--- src/rtl/spi_reg_pkg.sv ---
// Shared definitions for the SPI register-write link: FSM states, frame layout
// and the peripheral's register map.
package spi_reg_pkg;

  localparam int unsigned FRAME_W    = 16;
  localparam logic        WRITE_FLAG = 1'b1;

  localparam logic [6:0] REG_EN_OUT_7_0  = 7'h00;
  localparam logic [6:0] REG_EN_OUT_15_8 = 7'h01;
  localparam logic [6:0] REG_EN_PWM_7_0  = 7'h02;
  localparam logic [6:0] REG_EN_PWM_15_8 = 7'h03;
  localparam logic [6:0] REG_PWM_DUTY    = 7'h04;

  typedef enum logic [2:0] {
    IDLE,
    SETUP,
    SHIFT,
    HOLD,
    GAP
  } spi_state_e;

  // Over-the-wire write frame, MSB first.
  typedef struct packed {
    logic       wr;
    logic [6:0] addr;
    logic [7:0] data;
  } spi_frame_t;

endpackage

--- src/rtl/spi_half_period_tick.sv ---
// Half-period timebase: while enabled, pulses tick_c once every CLK_DIV cycles;
// pre_tick_c fires on the cycle before tick_c. Counter clears whenever disabled.
module spi_half_period_tick #(
  parameter int unsigned CLK_DIV = 4
) (
  input  logic clk,
  input  logic rst,
  input  logic en,
  output logic tick_c,
  output logic pre_tick_c
);

  localparam int unsigned CNT_W = (CLK_DIV > 1) ? $clog2(CLK_DIV) : 1;

  logic [CNT_W-1:0] div_cnt_q;
  logic [CNT_W-1:0] div_cnt_d;

  always_comb begin
    div_cnt_d = '0;
    if (en && (div_cnt_q != CNT_W'(CLK_DIV - 1))) begin
      div_cnt_d = div_cnt_q + CNT_W'(1);
    end
  end

  always_ff @(posedge clk or posedge rst) begin
    if (rst) begin
      div_cnt_q <= '0;
    end else begin
      div_cnt_q <= div_cnt_d;
    end
  end

  assign tick_c     = en && (div_cnt_q == CNT_W'(CLK_DIV - 1));
  assign pre_tick_c = en && (div_cnt_q == CNT_W'(CLK_DIV - 2));

endmodule

--- src/rtl/spi_reg_write_initiator.sv ---
// SPI mode-0 initiator that serialises one {1, addr, data} register-write frame
// per accepted command, followed by a fixed chip-select-high gap.
module spi_reg_write_initiator
  import spi_reg_pkg::*;
#(
  parameter int unsigned CLK_DIV = 4,
  parameter int unsigned ADDR_W  = 7,
  parameter int unsigned DATA_W  = 8
) (
  input  logic              clk,
  input  logic              rst,
  input  logic              cmd_valid,
  output logic              cmd_ready,
  input  logic [ADDR_W-1:0] cmd_addr,
  input  logic [DATA_W-1:0] cmd_data,
  output logic              busy,
  output logic              done,
  output logic              ncs,
  output logic              sclk,
  output logic              copi
);

  if (CLK_DIV < 2) begin : g_bad_clk_div
    $error("spi_reg_write_initiator: CLK_DIV must be >= 2");
  end
  if ((1 + ADDR_W + DATA_W) != FRAME_W) begin : g_bad_frame_w
    $error("spi_reg_write_initiator: 1+ADDR_W+DATA_W must equal FRAME_W");
  end

  localparam int unsigned EDGE_W = 5;

  spi_state_e         state_q, state_d;
  logic [FRAME_W-1:0] shift_q, shift_d;
  logic [EDGE_W-1:0]  edge_cnt_q, edge_cnt_d;
  logic               gap_half_q, gap_half_d;
  logic               ncs_q, ncs_d;
  logic               sclk_q, sclk_d;
  logic               copi_q, copi_d;
  logic               cmd_ready_q, cmd_ready_d;
  logic               busy_q, busy_d;
  logic               done_q, done_d;

  logic tick_en_c;
  logic tick_c;
  logic pre_tick_c;

  assign tick_en_c = (state_q != IDLE);

  spi_half_period_tick #(
    .CLK_DIV (CLK_DIV)
  ) u_tick (
    .clk        (clk),
    .rst        (rst),
    .en         (tick_en_c),
    .tick_c     (tick_c),
    .pre_tick_c (pre_tick_c)
  );

  always_comb begin
    state_d     = state_q;
    shift_d     = shift_q;
    edge_cnt_d  = edge_cnt_q;
    gap_half_d  = gap_half_q;
    ncs_d       = ncs_q;
    sclk_d      = sclk_q;
    copi_d      = copi_q;
    cmd_ready_d = 1'b0;
    done_d      = 1'b0;

    case (state_q)
      IDLE: begin
        cmd_ready_d = 1'b1;
        if (cmd_valid && cmd_ready_q) begin
          state_d     = SETUP;
          shift_d     = FRAME_W'({WRITE_FLAG, cmd_addr, cmd_data});
          edge_cnt_d  = '0;
          ncs_d       = 1'b0;
          sclk_d      = 1'b0;
          copi_d      = WRITE_FLAG;
          cmd_ready_d = 1'b0;
        end
      end
      SETUP: begin
        if (tick_c) begin
          state_d = SHIFT;
          sclk_d  = 1'b1;
        end
      end
      SHIFT: begin
        // Even half-periods are SCLK-high; their end is a falling edge.
        if (tick_c) begin
          if (edge_cnt_q == EDGE_W'(31)) begin
            state_d = HOLD;
            sclk_d  = 1'b0;
          end else begin
            edge_cnt_d = edge_cnt_q + EDGE_W'(1);
            sclk_d     = ~sclk_q;
            if (!edge_cnt_q[0] && (edge_cnt_q != EDGE_W'(30))) begin
              shift_d = {shift_q[FRAME_W-2:0], 1'b0};
              copi_d  = shift_q[FRAME_W-2];
            end
          end
        end
      end
      HOLD: begin
        if (tick_c) begin
          state_d    = GAP;
          ncs_d      = 1'b1;
          copi_d     = 1'b0;
          gap_half_d = 1'b0;
        end
      end
      GAP: begin
        // Leave one cycle early so the IDLE/done cycle closes the 2H gap.
        if (tick_c) begin
          gap_half_d = 1'b1;
        end
        if (gap_half_q && pre_tick_c) begin
          state_d     = IDLE;
          cmd_ready_d = 1'b1;
          done_d      = 1'b1;
        end
      end
      default: begin
        state_d     = IDLE;
        ncs_d       = 1'b1;
        sclk_d      = 1'b0;
        copi_d      = 1'b0;
        cmd_ready_d = 1'b1;
      end
    endcase

    busy_d = ~cmd_ready_d;
  end

  always_ff @(posedge clk or posedge rst) begin
    if (rst) begin
      state_q     <= IDLE;
      shift_q     <= '0;
      edge_cnt_q  <= '0;
      gap_half_q  <= 1'b0;
      ncs_q       <= 1'b1;
      sclk_q      <= 1'b0;
      copi_q      <= 1'b0;
      cmd_ready_q <= 1'b1;
      busy_q      <= 1'b0;
      done_q      <= 1'b0;
    end else begin
      state_q     <= state_d;
      shift_q     <= shift_d;
      edge_cnt_q  <= edge_cnt_d;
      gap_half_q  <= gap_half_d;
      ncs_q       <= ncs_d;
      sclk_q      <= sclk_d;
      copi_q      <= copi_d;
      cmd_ready_q <= cmd_ready_d;
      busy_q      <= busy_d;
      done_q      <= done_d;
    end
  end

  assign cmd_ready = cmd_ready_q;
  assign busy      = busy_q;
  assign done      = done_q;
  assign ncs       = ncs_q;
  assign sclk      = sclk_q;
  assign copi      = copi_q;

endmodule

--- config.mk ---
export PLATFORM = sky130hd
export DESIGN_NAME = spi_reg_write_initiator
export DESIGN_NICKNAME = d
export VERILOG_FILES = /design/src/rtl/spi_reg_pkg.sv /design/src/rtl/spi_half_period_tick.sv /design/src/rtl/spi_reg_write_initiator.sv
export SDC_FILE = /design/constraint.sdc
export NUM_CORES = 1
export LEC_CHECK = 0
export BUFFER_PORTS_ARGS = -buffer_cell sky130_fd_sc_hd__buf_2
export CORE_AREA = 2 2 63 65
export DETAILED_ROUTE_END_ITERATION = 8
export DIE_AREA = 0 0 65 67
export PLACE_DENSITY = 0.68
export RECOVER_POWER = 50
export SETUP_SLACK_MARGIN = 0.05
export SLEW_MARGIN = 20
export SYNTH_ARGS = -nofsm -noshare
export SYNTH_HDL_FRONTEND = slang
export SYNTH_SLANG_ARGS = --single-unit
--- constraint.sdc ---
create_clock -name clk -period 2.9 [get_ports clk]
set_clock_uncertainty 0.2 [all_clocks]
set_input_delay 0.58 -clock clk [delete_from_list [all_inputs] [get_ports clk]]
set_output_delay 0.58 -clock clk [all_outputs]
set_load 0.01 [all_outputs]
# Word-level counts from Yosys, hierarchy flattened
# Index checks and enable logic that the tools add are counted.
[word_totals] regBits=32 input_bits=18 out_inout_bits=6 elab_cells=92
[classes] add_sub_neg=2 n_eq_ne=18 n_mux=34 bitwise=5 reduce_logical=22
[op_table] cell="two-way mux 15 bit" count=4
[op_table] cell="one-hot mux 15 bit (2 select lines)" count=1
[op_table] cell="!= test 2 bit (second input constant)" count=10
[op_table] cell="two-way mux 3 bit" count=6
[op_table] cell="two-way mux 5 bit" count=3
[op_table] cell="one-hot mux 3 bit (5 select lines)" count=1
[op_table] cell="two-way mux 1 bit" count=12
[op_table] cell="AND reduction 6 bit" count=2
[op_table] cell="one-hot mux 5 bit (2 select lines)" count=1
[op_table] cell="one-hot mux 1 bit (4 select lines)" count=2
[op_table] cell="AND reduction 4 bit" count=2
[op_table] cell="== test 3 x 2 -> 1 bit (second input constant)" count=2
[op_table] cell="logical AND 1 bit" count=6
[op_table] cell="one-hot mux 1 bit (3 select lines)" count=2
[op_table] cell="AND reduction 3 bit" count=2
[op_table] cell="OR reduction 3 bit" count=2
[op_table] cell="adder 5 x 1 -> 5 bit (second input constant)" count=1
[op_table] cell="== test 5 bit (second input constant)" count=1
[op_table] cell="!= test 5 bit (second input constant)" count=1
[op_table] cell="inverter 1 bit" count=5
[op_table] cell="AND reduction 5 bit" count=1
[op_table] cell="== test 2 bit (second input constant)" count=2
[op_table] cell="nonzero test 2 bit" count=2
[op_table] cell="OR reduction 2 bit" count=2
[op_table] cell="other kinds (8)" count=8

# Longest topological paths before layout
[depth] depth_word=6 mapped_depth=7 mapped_depth_nobuf=7

# Hierarchy
# A second synthesis with hierarchy kept.
[unflattened] cells_unflattened=162 hier_area_um2=1719.1
[modules_own_cells] module="spi_reg_write_initiator" instances=1 cells_each=152 area_per_inst_um2=1599.0 seq_area_each_um2=753.2
[modules_own_cells] module="spi_half_period_tick" instances=1 cells_each=10 area_per_inst_um2=120.1 seq_area_each_um2=50.0

# Worst setup path after synthesis
# No wires, ideal clock.
[synth_path] path_kind="reg2reg" startpoint="register edge_cnt_q[0]" endpoint="register shift_q[2]" setup_ns=0.125 arrival_ns=2.135 required_time_ns=2.575 path_slack_ns=0.440 stages_incl_launch_ff=8 n_path_buf=1 period_less_slack_ns=2.460 path_cell_list="dfrtp_1 -> ha_1 -> and3_1 -> ha_1 -> a211o_1 -> nor3_4 -> buf_12 -> mux2_4"
[synth_via] elab_chain_cells=4 word_cells_on_any_way=7 classes_between="eq/ne (4); reduce/logical (3)"
[synth_lines] item="start, declared" line_no="spi_reg_write_initiator.sv:34" text="logic [EDGE_W-1:0] edge_cnt_q, edge_cnt_d;"
[synth_lines] item="start signal, assigned" line_no="spi_reg_write_initiator.sv:151" text="edge_cnt_q <= edge_cnt_d;"
[synth_lines] item="!= test 5 bit / logical NOT 1 bit (equally long branches)" line_no="spi_reg_write_initiator.sv:98" text="if (!edge_cnt_q[0] && (edge_cnt_q != EDGE_W'(30))) begin"
[synth_lines] item="logical AND 1 bit" line_no="spi_reg_write_initiator.sv:98"
[synth_lines] item="!= test 2 bit (no line)"
[synth_lines] item="AND reduction 5 bit (no line) (*)"
[synth_lines] item="end signal, assigned" line_no="spi_reg_write_initiator.sv:150" text="shift_q <= shift_d;"
[synth_lines] item="end, declared" line_no="spi_reg_write_initiator.sv:33" text="logic [FRAME_W-1:0] shift_q, shift_d;"
# Every way passes the cells marked *; elsewhere a longest branch is shown, timed or not.
# A chain may end at the register's enable or synchronous reset.

# Worst setup path after layout
[layout_path] startpoint="register edge_cnt_q[0]" endpoint="register shift_q[10]"
# The elaborated chain is that of the path after synthesis.

==> reports/qor.csv <==
stage;metric;value;unit
worst_setup_path;worst endpoint data arrival time;2.53;ns
worst_setup_path;CP Class;reg2reg;
floorplan;die span in y;67;um
power;Sw Ratio;33.55;%
power;Psw;749.4;uW
power;PwrDens;1117;nW/um^2
worst_setup_path;CP Max Fanout;15;
clocking;post-CTS setup buffer count;0;
placed_design;HPWL reported at the end of detailed placement;2182;um
clocking;CTS Buf Count;5;
yosys;Async SR Flop Fraction;100.0;%
finish;fill count;330;
worst_setup_path;CP dominant cell by count;ha_1;
clocking;root buffer cell;clkbuf_8;
yosys;top-count cell post-synth;dfrtp_1;
run_status;status;completed;
worst_setup_path;CP Capture Type;flop;
power;Leak;0.0009259;uW
timing;final period demand of the worst path;2.568;ns
yosys;Post-synth EDFFs;0;
floorplan;site row count;22;
yosys;leading area contributor after synthesis;dfrtp_1;
yosys;largest cells by area after synthesis;dfrtp_1 43%, mux2_2 11%, mux2_4 6.0%, ha_1 3.6%, dfstp_2 3.0%;
power;internal power;1485;uW
yosys;Commonest cells post-synth;30 x dfrtp_1, 17 x mux2_2, 11 x nand2_1;
worst_setup_path;CP startpoint kind;flop;
floorplan;Die Width;65;um
yosys;YS warnings;0;
finish;nets;201;
floorplan;core area;3606;sq um
power;Clock Power Share;20.6;%
detailed_routing;Vias;1212;
worst_hold_path;class of the worst hold path;in2async;
power;Max IR drop VDD;394.4;uV
timing;Final Hold Vio Count;0;
power;Comb pwr share;42.7;%
yosys;Yosys cell types;40;
yosys;Post-Syn Area;1757;sq um
grt;vias in the first global route;1132;
timing;Setup-failing EPs final;0;
placed_design;Placement Setup Slack;0.3501;ns
floorplan;die footprint;4355;sq um
timing;final setup margin;0.3319;ns
finish;P&R area growth vs syn;13.89;%
yosys;syn_nets;177;
timing;fmax;389.4;MHz
worst_setup_path;r2r setup slk;0.33;ns
timing;Slew headroom;41.60;%
power;sequential share of power;36.7;%
yosys;Syn Inst Count;154;
detailed_routing;Routed WL;2979;um
clocking;Post-CTS Hold Fix Bufs;0;
yosys;Seq/Total Area, Yosys;45.73;%
detailed_routing;DRC Markers;0;
detailed_routing;antenna-violating nets left;0;
finish;final core occ;55.48;%
grt;first-pass GRT wire length;5085;um
worst_setup_path;Slowest cell on crit path;dfrtp_1;
detailed_routing;drt pass-1 iters;4;
finish;layout cells sized above 1;35.20;%
grt;largest net degree at the start of global routing;19;
yosys;ys flop type;dfrtp_1;
timing;Final period util;88.55;%
grt;initial antenna violation count;0;
detailed_routing;wire length per cell;13.12;um
timing;setup tns final;0;ns
clocking;clock buffer depth;2;
clocking;CTS tree;yes;
worst_setup_path;Largest stage delay, worst path;0.42;ns
clocking;clk slew on worst S/H paths;0.07;ns
finish;Post-Layout Cell Count;227;
floorplan;initial core utilization;48.72;%
clocking;Clock Sinks;32;
placed_design;Inst Count DP;219;
timing;RSZ-0062 raised after global routing;no;
placed_design;GPL Wtd Cong;0.7446;
run;total of max-cap violations;0;
detailed_routing;Vias/cell;5.339;
finish;Inserted Diodes;0;
yosys;top-area cell type share of the netlist area;42.74;%
floorplan;IO Pins;24;
worst_setup_path;CP Cell Sequence;ha_1 > and3_1 > ha_1 > a211o_1 > nor3_4 > buf_4 > mux2_2;
clocking;H-tree Lvls;2;
yosys;syn_area_per_cell;11.41;sq um
placed_design;PortBufs;23;
detailed_routing;number of DRC markers in iteration 0;68;
yosys;flops & latches, synth;32;
clocking;clock latency on the worst-skew pair;0.28;ns
worst_setup_path;Data required, critical path;2.86;ns
timing;Slew Limit Fails;0;
timing;Slew @ Worst Pin;0.8760;ns
grt;GRT Overall Usage;15.11;%
grt;GRT overflow;0;
clocking;post_cts resized;0;
-- worst paths after layout --
kind	start	to	cells past startpoint
setup / recovery	edge_cnt_q[0]$_DFFE_PP0P_	shift_q[10]$_DFFE_PP0P_	7
hold / removal	rst	shift_q[6]$_DFFE_PP0P_	2
setup reg to reg	edge_cnt_q[0]$_DFFE_PP0P_	shift_q[10]$_DFFE_PP0P_	7
hold reg to reg	u_tick.div_cnt_q[0]$_DFF_PP0_	u_tick.div_cnt_q[0]$_DFF_PP0_	1
max in group asynchronous	rst	u_tick.div_cnt_q[1]$_DFF_PP0_	3
min in group clk	u_tick.div_cnt_q[0]$_DFF_PP0_	u_tick.div_cnt_q[0]$_DFF_PP0_	1
-- critical path: cells and delay by family (launching register included) --
| kind | cells | cell delay (ns) |
|---|---|---|
| and+or+nand+nor | 2 | 0.36 |
| buffers and inverters | 1 | 0.27 |
| muxes | 1 | 0.37 |
| adders and majority gates | 2 | 0.47 |
| AOI/OAI and AO/OA | 1 | 0.37 |
| DFF | 1 | 0.42 |
-- routing by layer --
layer | vias to the layer above | GRT usage, % | wire length (um)
met3 | 5 | 4.223 | 150
li1 | 595 | - | -
met1 | 585 | 19.83 | 1401
met2 | 27 | 24.10 | 1392
met5 | - | 0 | 0
met4 | 0 | 4.787 | 35
-- metrics by stage --
step / total power (uW) / area, sq um / hold slack [ns]
2_1_floorplan: 1654 / 1757 / 0.2375
3_3_place_gp: 1748 / 1879 / 0.2543
3_5_place_dp: 1792 / 1879 / 0.2708
4_1_cts: 2265 / 2006 / 0.1963
5_1_grt: 2394 / 2001 / 0.2345
6_report: 2234 / 2001 / 0.1709
-- power by group through the flow --
stage                     clock network (uW)  logic [uW]  registers, uW
after floorplan                            0         889            765
after global placement                     0         932            816
after detailed placement                   0         966            826
after CTS                                475         971            819
after global routing                     494        1050            851
final                                    460         953            820
-- cells in the final DEF (no fill, tap or decap), types with 5 or more instances in the layout --
master	instances
nor2_1	6
clkbuf_8	7
mux2_2	17
inv_1	10
dfrtp_1	30
o21ai_0	7
mux2_4	7
ha_1	5
buf_2	22
a21oi_1	5
nand2_1	11
-- sequential cells by signal, summed over array words and instances, names as in the netlist --
signal and cells:
shift_q 15, copi 1, u_tick.div_cnt_q 2, cmd_ready 1, ncs 1, state_q 3, gap_half_q 1, busy 1
edge_cnt_q 5, sclk 1, done 1
-- cell families (layout without fill, tap and decap cells) --
family	Yosys count	count (layout)	synth area share [%]
flops	32	32	45.73
simple gates	42	42	12.96
mux	28	28	19.16
fa+ha+maj	5	5	3.561
xor+xnor	2	2	0.9973
compound gates	26	26	11.18
buf+inv	19	44	6.410
-- layout make-up --
cell class              instances  area [sq um]  share of cell area [%]
repair buffers                 26         132.6                   6.629
inverters                      10         37.54                   1.876
multi-input cells             103         840.8                   42.03
well taps                      48         60.06                   3.002
flip-flops and latches         32         803.3                   40.15
clock inverters                 1         30.03                   1.501
clock buffers                   7         96.34                   4.816
Power figures use the tool's default switching activity.
